[src/rtl/alu_pkg.sv]
// Shared ALU definitions: control state encoding for the serial subtractor and default width.
package alu_pkg;

   localparam int unsigned ALU_WIDTH = 32;

   typedef enum logic [1:0] {
      IDLE = 2'd0,
      RUN  = 2'd1,
      DONE = 2'd2
   } sub_state_t;

endpackage

[src/rtl/full_subtractor1.sv]
// One-bit full subtractor (diff = a - b - bin), built as two cascaded half-subtractors plus an OR.
module full_subtractor1 (
   input  logic a,
   input  logic b,
   input  logic bin,
   output logic diff,
   output logic bout
);

   logic hs1_diff;
   logic hs1_bout;
   logic hs2_bout;

   assign hs1_diff = a ^ b;
   assign hs1_bout = ~a & b;

   assign diff     = hs1_diff ^ bin;
   assign hs2_bout = ~hs1_diff & bin;

   assign bout     = hs1_bout | hs2_bout;

endmodule

[src/rtl/serial_subtractor.sv]
// Bit-serial subtractor, LSB first, one bit per clock: diff = a - b - bin (mod 2^WIDTH).
// Define SERIAL_SUB_BIN_EN to add the borrow-in port bin for multi-word chaining.
module serial_subtractor
   import alu_pkg::*;
#(
   parameter int unsigned WIDTH = ALU_WIDTH,
   parameter int unsigned CNT_W = $clog2(WIDTH)
) (
   input  logic             clk,
   input  logic             reset,
   input  logic             start,
   input  logic [WIDTH-1:0] a,
   input  logic [WIDTH-1:0] b,
`ifdef SERIAL_SUB_BIN_EN
   input  logic             bin,
`endif
   output logic             busy,
   output logic             done,
   output logic [WIDTH-1:0] diff,
   output logic             borrow,
   output logic             overflow,
   output logic             zero
);

   if (WIDTH < 2) begin : g_width_check
      $error("serial_subtractor: WIDTH must be >= 2");
   end

   localparam logic [CNT_W-1:0] LastBit = CNT_W'(WIDTH - 1);

   sub_state_t       state_q;
   logic [WIDTH-1:0] a_q;
   logic [WIDTH-1:0] b_q;
   logic [WIDTH-1:0] diff_q;
   logic             bor_q;
   logic [CNT_W-1:0] cnt_q;
   logic [1:0]       msb_q;   // {a[MSB], b[MSB]} captured at start
   logic             busy_q;
   logic             done_q;
   logic             borrow_q;
   logic             overflow_q;
   logic             zero_q;

   logic             bin_in;
   logic             cell_diff;
   logic             cell_bout;
   logic [WIDTH-1:0] diff_next;
   logic             accept;

`ifdef SERIAL_SUB_BIN_EN
   assign bin_in = bin;
`else
   assign bin_in = 1'b0;
`endif

   full_subtractor1 u_fs (
      .a    (a_q[0]),
      .b    (b_q[0]),
      .bin  (bor_q),
      .diff (cell_diff),
      .bout (cell_bout)
   );

   assign diff_next = {cell_diff, diff_q[WIDTH-1:1]};
   assign accept    = start && (state_q != RUN);

   always_ff @(posedge clk) begin
      if (reset) begin
         state_q    <= IDLE;
         a_q        <= '0;
         b_q        <= '0;
         diff_q     <= '0;
         bor_q      <= 1'b0;
         cnt_q      <= '0;
         msb_q      <= 2'b00;
         busy_q     <= 1'b0;
         done_q     <= 1'b0;
         borrow_q   <= 1'b0;
         overflow_q <= 1'b0;
         zero_q     <= 1'b0;
      end else begin
         done_q <= 1'b0;
         if (state_q == RUN) begin
            a_q    <= a_q >> 1;
            b_q    <= b_q >> 1;
            diff_q <= diff_next;
            bor_q  <= cell_bout;
            if (cnt_q == LastBit) begin
               state_q    <= DONE;
               cnt_q      <= '0;
               busy_q     <= 1'b0;
               done_q     <= 1'b1;
               borrow_q   <= cell_bout;
               overflow_q <= (msb_q[1] != msb_q[0]) && (diff_next[WIDTH-1] != msb_q[1]);
               zero_q     <= (diff_next == '0);
            end else begin
               cnt_q <= cnt_q + 1'b1;
            end
         end else if (accept) begin
            // Start is honoured from IDLE and from DONE alike, so ops can run back to back.
            state_q    <= RUN;
            a_q        <= a;
            b_q        <= b;
            msb_q      <= {a[WIDTH-1], b[WIDTH-1]};
            bor_q      <= bin_in;
            cnt_q      <= '0;
            diff_q     <= '0;
            busy_q     <= 1'b1;
            borrow_q   <= 1'b0;
            overflow_q <= 1'b0;
            zero_q     <= 1'b0;
         end else begin
            state_q <= IDLE;
         end
      end
   end

   assign busy     = busy_q;
   assign done     = done_q;
   assign diff     = diff_q;
   assign borrow   = borrow_q;
   assign overflow = overflow_q;
   assign zero     = zero_q;

endmodule
[config.mk]
export PLATFORM = sky130hd
export DESIGN_NAME = serial_subtractor
export DESIGN_NICKNAME = d
export VERILOG_FILES = /design/src/rtl/alu_pkg.sv /design/src/rtl/full_subtractor1.sv /design/src/rtl/serial_subtractor.sv
export SDC_FILE = /design/constraint.sdc
export NUM_CORES = 1
export LEC_CHECK = 0
export CAP_MARGIN = 10
export CORE_MARGIN = 2
export CORE_UTILIZATION = 40
export CTS_BUF_LIST = sky130_fd_sc_hd__clkbuf_16
export CTS_CLUSTER_DIAMETER = 30
export CTS_CLUSTER_SIZE = 10
export DETAILED_ROUTE_END_ITERATION = 10
export GPL_ROUTABILITY_DRIVEN = 0
export PLACE_DENSITY = 0.77
export RECOVER_POWER = 25
export SYNTH_ARGS = -nofsm -noshare
export SYNTH_HDL_FRONTEND = slang
export SYNTH_SLANG_ARGS = --single-unit
[constraint.sdc]
create_clock -name clk -period 2.2 [get_ports clk]
set_input_delay 0.33 -clock clk [delete_from_list [all_inputs] [get_ports clk]]
set_output_delay 0.33 -clock clk [all_outputs]
set_load 0.005 [all_outputs]
== After elaboration in Yosys (flattened, before gate mapping) ==
Index checks and enable logic that the tools add are counted.

* Flip-flop bits (word level): 111
* Input bits: 67
* Output and inout port bits: 37
* Logic and storage cells: 61

* $add $sub $neg: 1
* Equal/unequal tests: 6
* Mux-type cells: 24
* Bitwise operators: 8
* Reductions and logical operators: 8

{| class="wikitable"
|+ Operator list
! cell !! number
|-
| 2-to-1 mux 31 bit || 4
|-
| 2-to-1 mux 32 bit || 2
|-
| logical NOT 32 bit || 1
|-
| 2-to-1 mux 5 bit || 3
|-
| 2-to-1 mux 1 bit || 13
|-
| adder 5 x 1 -> 5 bit (second input constant) || 1
|-
| == test 5 bit (second input constant) || 1
|-
| 2-to-1 mux 2 bit || 2
|-
| != test 2 x 1 -> 1 bit (second input constant) || 2
|-
| AND reduction 2 bit || 2
|-
| OR reduction 2 bit || 2
|-
| inverter 1 bit || 3
|-
| AND 1 bit || 2
|-
| == test 2 x 1 -> 1 bit (second input constant) || 1
|-
| logical AND 1 bit || 2
|-
| != test 1 bit || 2
|-
| nonzero test 2 bit || 1
|-
| XOR 1 bit || 2
|-
| OR 1 bit || 1
|}

== Logic depth before layout (Yosys ltp) ==
Gate-level depths: netlist of run 1.

* Word-level depth: 6
* Gate-level depth with buffers: 7
* Mapped depth without buffers: 7

== Hierarchy ==
A second synthesis of run 1 with hierarchy kept.

* Cells, all modules: 511
* Area total of the unflattened synthesis: 4693.3 um2

{| class="wikitable"
|+ By module, submodules not included
! module !! instances !! cells an instance !! area each (um2) !! sequential area each (um2)
|-
| serial_subtractor || 1 || 507 || 4662.0 || 2222.1
|-
| full_subtractor1 || 1 || 4 || 31.3 || 0.0
|}

== Worst setup path after synthesis of run 1 ==
OpenSTA, ideal clock, no wires.

* Path type: register -> register
* From: register bor_q
* To: register zero_q (netlist: zero)
* Library setup time: 59 ps
* Data arrival time: 1689 ps
* Required time: 2141 ps
* Slack: 452 ps
* Cell stages (with the launch flop): 6
* Path buffers: 0
* Clock period less this slack: 1748 ps
* Path through: dfxtp_1 -> fa_1 -> nor4b_2 -> nand4_1 -> or4_1 -> nand2_1

* Longest elaborated chain between the ends: 4

{| class="wikitable"
|+ RTL lines
! element !! line !! RTL
|-
| start: declaration || serial_subtractor.sv:35 || <nowiki>logic bor_q;</nowiki>
|-
| start signal: assignment || serial_subtractor.sv:87 || <nowiki>bor_q <= cell_bout;</nowiki>
|-
| start signal: assignment || serial_subtractor.sv:105 || <nowiki>bor_q <= bin_in;</nowiki>
|-
| XOR 1 bit || full_subtractor1.sv:17 || <nowiki>assign diff = hs1_diff ^ bin;</nowiki>
|-
| logical NOT 32 bit || serial_subtractor.sv:95 || <nowiki>zero_q <= (diff_next == '0);</nowiki>
|-
| 2-to-1 mux 1 bit || serial_subtractor.sv:88 || <nowiki>if (cnt_q == LastBit) begin</nowiki>
|-
| 2-to-1 mux 1 bit || serial_subtractor.sv:83 || <nowiki>if (state_q == RUN) begin</nowiki>
|-
| end signal: assignment || serial_subtractor.sv:95 ||
|-
| end: declaration || serial_subtractor.sv:42 || <nowiki>logic zero_q;</nowiki>
|}

Every way passes these cells. The select of a mux whose other input is x is not followed.
A chain may end at the register's enable or synchronous reset.

== Worst setup path after layout of run 1 ==
* From: register state_q[1]
* To: register diff_q[18] (netlist: diff[18])

* Longest elaborated chain between the ends: 3

{| class="wikitable"
|+ RTL lines
! element !! line !! RTL
|-
| start: declaration || serial_subtractor.sv:31 || <nowiki>sub_state_t state_q;</nowiki>
|-
| start signal: assignment || serial_subtractor.sv:69 || <nowiki>state_q <= IDLE;</nowiki>
|-
| start signal: assignment || serial_subtractor.sv:89 || <nowiki>state_q <= DONE;</nowiki>
|-
| start signal: assignment || serial_subtractor.sv:101 || <nowiki>state_q <= RUN;</nowiki>
|-
| != test 2 x 1 -> 1 bit || serial_subtractor.sv:65 || <nowiki>assign accept = start && (state_q != RUN);</nowiki>
|-
| logical AND 1 bit || serial_subtractor.sv:65 ||
|-
| nonzero test 2 bit (no line) || - ||
|-
| end signal: assignment || serial_subtractor.sv:86 || <nowiki>diff_q <= diff_next;</nowiki>
|-
| end: declaration || serial_subtractor.sv:34 || <nowiki>logic [WIDTH-1:0] diff_q;</nowiki>
|}

Parallel ways exist; a longest one is shown, timed or not.

==> results_tabular.tex, run 1 <==
\begin{tabular}{lr}
\hline
Metric & Value \\
\hline
\multicolumn{2}{l}{\textbf{Floorplan}} \\
\quad Initial standard-cell utilization of the core & 0.407 \\
\quad Placement row count & 39 \\
\quad Area enclosed by the die boundary & 12,400 sq um \\
\quad I/O pin total & 104 \\
\quad Height of the die & 112 microns \\
\quad Core box area & 11,400 sq um \\
\quad Die span in x & 112 microns \\
\multicolumn{2}{l}{\textbf{Layout}} \\
\quad Share of cells above drive strength 1 & 0.0539 \\
\quad P\&R area growth vs syn & 30.5\% \\
\quad Number of standard cells in the layout, taps in and fillers out & 737 \\
\quad Count of antenna diodes in the layout & 0 \\
\quad Final Core Density & 0.531 \\
\quad Final-stage net count & 661 \\
\quad Fill count & 1,040 \\
\multicolumn{2}{l}{\textbf{Synth}} \\
\quad Total nets after synthesis & 579 \\
\quad Post-synthesis instance area & 4630 sq um \\
\quad Flip-flop and latch count after synthesis & 111 \\
\quad Synthesis warning total & 0 \\
\quad Number of synthesized flops with an enable pin & 0 \\
\quad Sequential share of the synthesized area & 0.480 \\
\quad Asr flop ratio synth & 0 \\
\quad Most common flop cell mapped by yosys & dfxtp\_1 \\
\quad Synthesized area per cell & 9.09 sq um \\
\quad Number of instances in the synthesized netlist & 509 \\
\quad Unique cell type count in the Yosys netlist & 32 \\
\multicolumn{2}{l}{\textbf{Worst setup path}} \\
\quad Buffering stage count on the worst path with inverters included & 1 \\
\quad Largest stage delay on the critical path & 0.75 ns \\
\quad Max stage delay cell, worst path & nand2b\_2 \\
\quad Setup crit start kind & flop \\
\quad Maximum fanout along the worst path & 49 \\
\quad Required time of the worst setup path & 2.47 ns \\
\quad Type of destination of the critical path & flop \\
\quad Setup Crit Path Kind & reg -> reg \\
\quad Critical path data arrival time & 2.16 ns \\
\quad Cells along the critical path & nand2b\_2, clkbuf\_2, nand3\_1, a21oi\_1 \\
\quad Cell family with most CP delay & simple AND/OR/NAND/NOR gates \\
\multicolumn{2}{l}{\textbf{STA}} \\
\quad Shortest clock period the worst path allows after layout & 1.89 ns \\
\quad Max Slew Vio Count & 0 \\
\quad Final WS setup & 0.312 ns \\
\quad Maximum achievable frequency & 0.530 GHz \\
\quad Worst slew margin & 0.361 \\
\quad Period utilisation layout & 0.858 \\
\quad Clk\_skew & 0.00496 ns \\
\quad RSZ-0062 raised after global routing & no \\
\quad Number of endpoints with negative hold slack in the final report & 0 \\
\quad Aggregate negative setup slack & 0 ns \\
\quad Final Setup Violations & 0 \\
\quad Worst-margin pin slew & 0.958 ns \\
\multicolumn{2}{l}{\textbf{CTS}} \\
\quad TritonCTS clock tree & yes \\
\quad CTS Buf Count & 9 \\
\quad \# resized after CTS & 0 \\
\quad Clock transition at the registers of the reported paths & 0.07 ns \\
\quad Clock Root Buffer & clkbuf\_16 \\
\quad Deepest level of the CTS H-tree & 3 \\
\quad Number of hold buffers added after CTS & 0 \\
\quad Count of clock tree sinks & 111 \\
\quad Maximum clock path buffer count & 2 \\
\quad Buffers inserted by post-CTS timing repair & 0 \\
\quad Worst skew pair latency & 0.34 ns \\
\multicolumn{2}{l}{\textbf{Global routing}} \\
\quad Global-route met3 utilization & 0.0582 \\
\quad Via count of the first global-routing pass & 3,798 \\
\quad Most heavily used metal layer in global routing & met2 \\
\quad First-pass GRT wire length & 18.0 mm \\
\quad Initial antenna violation count & 0 \\
\quad Maximum number of pins on one net before global-route repair & 50 \\
\quad Grt met1 use & 0.225 \\
\quad GRT Overall Usage & 0.175 \\
\quad Overflow after GRT & 0 \\
\quad Met2 GRT Util & 0.281 \\
\multicolumn{2}{l}{\textbf{Pwr}} \\
\quad Leakage power figure & 2.36 nW \\
\quad Worst IR Drop VDD & 0.586 mV \\
\quad Total Power Consumption & 4.44 mW \\
\quad Ratio of total power to cell area & 735 nW/um\^{}2 \\
\multicolumn{2}{l}{\textbf{Detailed routing}} \\
\quad Total wire length after detailed routing & 10.9 mm \\
\quad Avg Vias per Cell & 5.35 \\
\quad Drt first pass iters & 4 \\
\quad Via count & 3,943 \\
\quad Number of DRC violations after detailed routing & 0 \\
\quad Routed length per placed instance & 14.7 microns \\
\quad Starting DRT DRC Count & 254 \\
\quad Remaining number of nets flagged by the antenna check after routing & 0 \\
\multicolumn{2}{l}{\textbf{Job}} \\
\quad Total of max-cap violations & 0 \\
\multicolumn{2}{l}{\textbf{Placement}} \\
\quad Cell count after placement & 723 \\
\quad Placed wire-length estimate & 7.13 mm \\
\quad Dpl ws & 0.314 ns \\
\quad Total of buffers placed on input and output ports & 103 \\
\multicolumn{2}{l}{\textbf{Min path}} \\
\quad Hold Path Class & in -> reg \\
\multicolumn{2}{l}{\textbf{Status}} \\
\quad Run status & finished clean \\
\hline
\end{tabular}
state kept, by name, indices dropped and copies added, names as in the netlist:
register  cells
b_q          32
diff         32
busy          1
overflow      1
state_q       2
done          1
zero          1
a_q          32
msb_q         2
bor_q         1
borrow        1
cnt_q         5
metal layers:
layer / vias up / part of all wire
li1: 1981 / -
met1: 1840 / 0.47
met2: 110 / 0.45
met3: 12 / 0.067
met4: 0 / 0.015
met5: - / 0
synthesized netlist by cell type (2+ instances only):
cell type  instances  area share
nand3_1           37       0.040
nand3b_1           2      0.0032
mux2i_1           64        0.14
o21ai_0            4      0.0043
a21oi_1           42       0.045
and3_1             2      0.0027
buf_6              3      0.0073
inv_1              2      0.0016
clkbuf_1          18       0.015
nor3_1             4      0.0043
buf_1              4      0.0032
dfxtp_1          111        0.48
nand4_1            2      0.0027
nor2_1            71       0.058
buf_2             19       0.021
ha_1               2      0.0054
a211oi_1          62        0.10
nor4_1             6      0.0081
nand2_1           41       0.033
where the power goes:
group          total, mW  leakage (nW)  internal [mW]  switching (mW)
clock               1.67         0.151          0.979           0.694
combinational      0.574          1.30          0.285           0.290
sequential          2.20         0.911           2.13          0.0637
final cells by class:
type	instances	area (sq um)	share of cell area
flip-flops and latches	111	2220	0.368
multi-input cells	350	2170	0.359
repair buffers	116	1160	0.192
clock buffers	9	225	0.0373
well taps	143	179	0.0296
clock inverters	5	75.1	0.0124
inverters	3	11.3	0.00186
kinds of logic after synthesis:
kind of cell,Yosys count,synth area share
and+or+nand+nor,172,0.167
muxes,64,0.138
buffers and inverters,48,0.0497
AOI/OAI and AO/OA,111,0.155
DFF,111,0.480
adders and majority gates,3,0.00973
path summary, 6_finish.rpt:
check,start,endpoint,slack [ns],cells past startpoint
worst max register to register,state_q[1],diff[18],0.31,4
worst min register to register,diff[0],diff[0],0.47,2
worst min-delay path,reset,done,0.46,2
worst max-delay path,state_q[1],diff[18],0.31,4
stage by stage:
| stage | cell area, sq um | hold slack (ns) |
|---|---|---|
| after global routing | 6040 | 0.478 |
| after CTS | 6060 | 0.439 |
| after floorplan | 4630 | 0.444 |
| final | 6040 | 0.456 |
| after global placement | 5760 | 0.456 |
| after detailed placement | 5760 | 0.464 |
layout by cell type, fill, tap and decap left out, types with 2 or more instances in the layout:
cell type          n
dfxtp_1          111
clkdlybuf4s50_1   96
nor2_1            71
mux2i_1           64
a211oi_1          62
a21oi_1           42
nand2_1           41
nand3_1           37
buf_4             11
clkbuf_16          9
nor4_1             6
dlygate4sd3_1      5
o21ai_0            4
nor3_1             4
clkinv_2           3
buf_12             3
and3_1             2
inv_1              2
nand3b_1           2
nand4_1            2
ha_1               2
bufinv_16          2
Note: power is estimated with default switching activity, not from simulation.
==> run 2, diff against run 1 <==
Settings changed: CORE_MARGIN 2 to 1, SLEW_MARGIN from default to 20.
==> results_tabular.tex, run 2 (synthesis gave the netlist of run 1 again) <==
\begin{tabular}{lr}
\hline
Metric & Value \\
\hline
\multicolumn{2}{l}{\textbf{Status}} \\
\quad Run status & finished clean (unchanged) \\
\multicolumn{2}{l}{\textbf{Placement}} \\
\quad Post-place instance area & 5750 sq um (was 5760 sq um) \\
\quad Placed wire-length estimate & 7.05 mm (was 7.13 mm) \\
\quad Total of buffers placed on input and output ports & 103 (unchanged) \\
\multicolumn{2}{l}{\textbf{Min path}} \\
\quad Hold Path Class & in -> reg (unchanged) \\
\multicolumn{2}{l}{\textbf{CTS}} \\
\quad Maximum clock path buffer count & 2 (unchanged) \\
\quad Buffers inserted by post-CTS timing repair & 0 (unchanged) \\
\quad CTS Buf Count & 9 (unchanged) \\
\quad Number of hold buffers added after CTS & 0 (unchanged) \\
\quad Deepest level of the CTS H-tree & 3 (unchanged) \\
\quad Clock transition at the registers of the reported paths & 0.07 ns (about the same) \\
\quad \# resized after CTS & 0 (unchanged) \\
\quad Worst skew pair latency & 0.34 ns (about the same) \\
\quad Clock Root Buffer & clkbuf\_16 (unchanged) \\
\quad Count of clock tree sinks & 111 (unchanged) \\
\quad TritonCTS clock tree & yes (unchanged) \\
\multicolumn{2}{l}{\textbf{Worst setup path}} \\
\quad Required time of the worst setup path & 2.44 ns (was 2.47 ns) \\
\quad Max stage delay cell, worst path & nand2b\_2 (unchanged) \\
\quad Setup Crit Path Kind & reg -> reg (unchanged) \\
\quad Buffering stage count on the worst path with inverters included & 1 (unchanged) \\
\quad Maximum fanout along the worst path & 36 (was 49) \\
\quad Critical path data arrival time & 2.18 ns (was 2.16 ns) \\
\quad Largest stage delay on the critical path & 0.61 ns (was 0.75 ns) \\
\quad Cell family with most CP delay & simple AND/OR/NAND/NOR gates (unchanged) \\
\quad Setup crit start kind & flop (unchanged) \\
\quad Type of destination of the critical path & flop (unchanged) \\
\quad Cells along the critical path & nand2b\_2, clkbuf\_1, nor2\_1, a211oi\_1 (was nand2b\_2, clkbuf\_2, nand3\_1, a21oi\_1) \\
\multicolumn{2}{l}{\textbf{STA}} \\
\quad Max Slew Vio Count & 0 (unchanged) \\
\quad Period utilisation layout & 0.878 (was 0.858) \\
\quad Final Setup Violations & 0 (unchanged) \\
\quad Aggregate negative setup slack & 0 ns (unchanged) \\
\quad Maximum achievable frequency & 0.518 GHz (was 0.530 GHz) \\
\quad Worst slew margin & 0.502 (was 0.361) \\
\quad Shortest clock period the worst path allows after layout & 1.93 ns (was 1.89 ns) \\
\quad Number of endpoints with negative hold slack in the final report & 0 (unchanged) \\
\quad Clk\_skew & 0.00567 ns (was 0.00496 ns) \\
\quad RSZ-0062 raised after global routing & no (unchanged) \\
\quad Worst-margin pin slew & 0.747 ns (was 0.958 ns) \\
\multicolumn{2}{l}{\textbf{Detailed routing}} \\
\quad Avg Vias per Cell & 5.35 (about the same) \\
\quad Total wire length after detailed routing & 10.7 mm (was 10.9 mm) \\
\quad Starting DRT DRC Count & 247 (was 254) \\
\quad Remaining number of nets flagged by the antenna check after routing & 0 (unchanged) \\
\quad Routed length per placed instance & 14.6 microns (was 14.7 microns) \\
\quad Number of DRC violations after detailed routing & 0 (unchanged) \\
\quad Drt first pass iters & 4 (unchanged) \\
\quad Via count & 3,923 (was 3,943) \\
\multicolumn{2}{l}{\textbf{Layout}} \\
\quad Final Core Density & 0.540 (was 0.531) \\
\quad Design area & 5990 sq um (was 6040 sq um) \\
\quad Highest-count cells in the layout ignoring fill and taps & 111 x dfxtp\_1, 101 x clkdlybuf4s50\_1, 71 x nor2\_1 (was 111 x dfxtp\_1, 96 x clkdlybuf4s50\_1, 71 x nor2\_1) \\
\quad Area of the multi-input gates & 2170 sq um (unchanged) \\
\quad Fill count & 1,041 (was 1,040) \\
\quad Most frequent standard cell in the layout excluding fill and tap cells & dfxtp\_1 (unchanged) \\
\quad Share of cells above drive strength 1 & 0.0506 (was 0.0539) \\
\quad P\&R area growth vs syn & 29.4\% (was 30.5\%) \\
\quad Count of antenna diodes in the layout & 0 (unchanged) \\
\quad Register cell area after layout & 2220 sq um (unchanged) \\
\quad Final-stage net count & 660 (was 661) \\
\multicolumn{2}{l}{\textbf{Floorplan}} \\
\quad Initial standard-cell utilization of the core & 0.418 (was 0.407) \\
\quad I/O pin total & 104 (unchanged) \\
\quad Area enclosed by the die boundary & 12,000 sq um (was 12,400 sq um) \\
\quad Die span in x & 110 microns (was 112 microns) \\
\quad Core box area & 11,100 sq um (was 11,400 sq um) \\
\quad Placement row count & 38 (was 39) \\
\quad Height of the die & 110 microns (was 112 microns) \\
\multicolumn{2}{l}{\textbf{Pwr}} \\
\quad Worst IR Drop VDD & 0.422 mV (was 0.586 mV) \\
\quad Ratio of total power to cell area & 709 nW/um\^{}2 (was 735 nW/um\^{}2) \\
\quad Leakage power figure & 2.29 nW (was 2.36 nW) \\
\multicolumn{2}{l}{\textbf{Global routing}} \\
\quad Via count of the first global-routing pass & 3,678 (was 3,798) \\
\quad Maximum number of pins on one net before global-route repair & 57 (was 50) \\
\quad Initial antenna violation count & 0 (unchanged) \\
\quad GRT Overall Usage & 0.181 (was 0.175) \\
\quad First-pass GRT wire length & 17.2 mm (was 18.0 mm) \\
\quad Overflow after GRT & 0 (unchanged) \\
\multicolumn{2}{l}{\textbf{Job}} \\
\quad Total of max-cap violations & 0 (unchanged) \\
\hline
\end{tabular}
-- run 2: final timing paths --
path                    from  endpoint  slack, ns  cells past startpoint
setup / recovery  state_q[1]    a_q[5]       0.27                      4
hold / removal         reset     bor_q       0.40                      2
setup reg to reg  state_q[1]    a_q[5]       0.27                      4
hold reg to reg      diff[0]   diff[0]       0.48                      2
-- run 2: layout make-up --
class / instances / share of cell area
flip-flops and latches: 111 / 0.371
multi-input cells: 350 / 0.363
repair buffers: 115 / 0.191
clock buffers: 9 / 0.0376
well taps: 140 / 0.0293
clock inverters: 5 / 0.00627
inverters: 3 / 0.00188
-- run 2: through the flow --
| stage | setup WS (ns) | hold slack [ns] | power (mW) | std cells |
|---|---|---|---|---|
| CTS | 0.307 | 0.369 | 4.29 | 733 |
| global placement | 0.386 | 0.463 | 2.79 | 719 |
| finish | 0.269 | 0.396 | 4.24 | 733 |
| detailed placement | 0.328 | 0.467 | 2.81 | 719 |
| floorplan | 0.452 | 0.444 | 2.60 | 509 |
| global route | 0.0940 | 0.381 | 4.44 | 733 |
-- run 2: power breakdown --
part	internal [mW]	total (mW)	switching (mW)
Combinational	0.281	0.570	0.289
Sequential	2.13	2.19	0.0633
Clock	0.756	1.48	0.723
Total	3.17	4.24	1.07
-- run 2: routing by layer --
layer / part of all wire / up-vias / GRT usage / wire (microns)
li1: - / 1982 / - / -
met1: 0.46 / 1825 / 0.227 / 4950
met2: 0.45 / 102 / 0.289 / 4790
met3: 0.079 / 14 / 0.0664 / 843
met4: 0.013 / 0 / 0.0562 / 144
met5: 0 / - / 0 / 0
-- run 2: worst reg2reg max path, cell delays in order (launching register included) --
cell	delay, ns
dfxtp_1	0.32
nand2b_2	0.61
clkbuf_1	0.58
nor2_1	0.09
a211oi_1	0.24
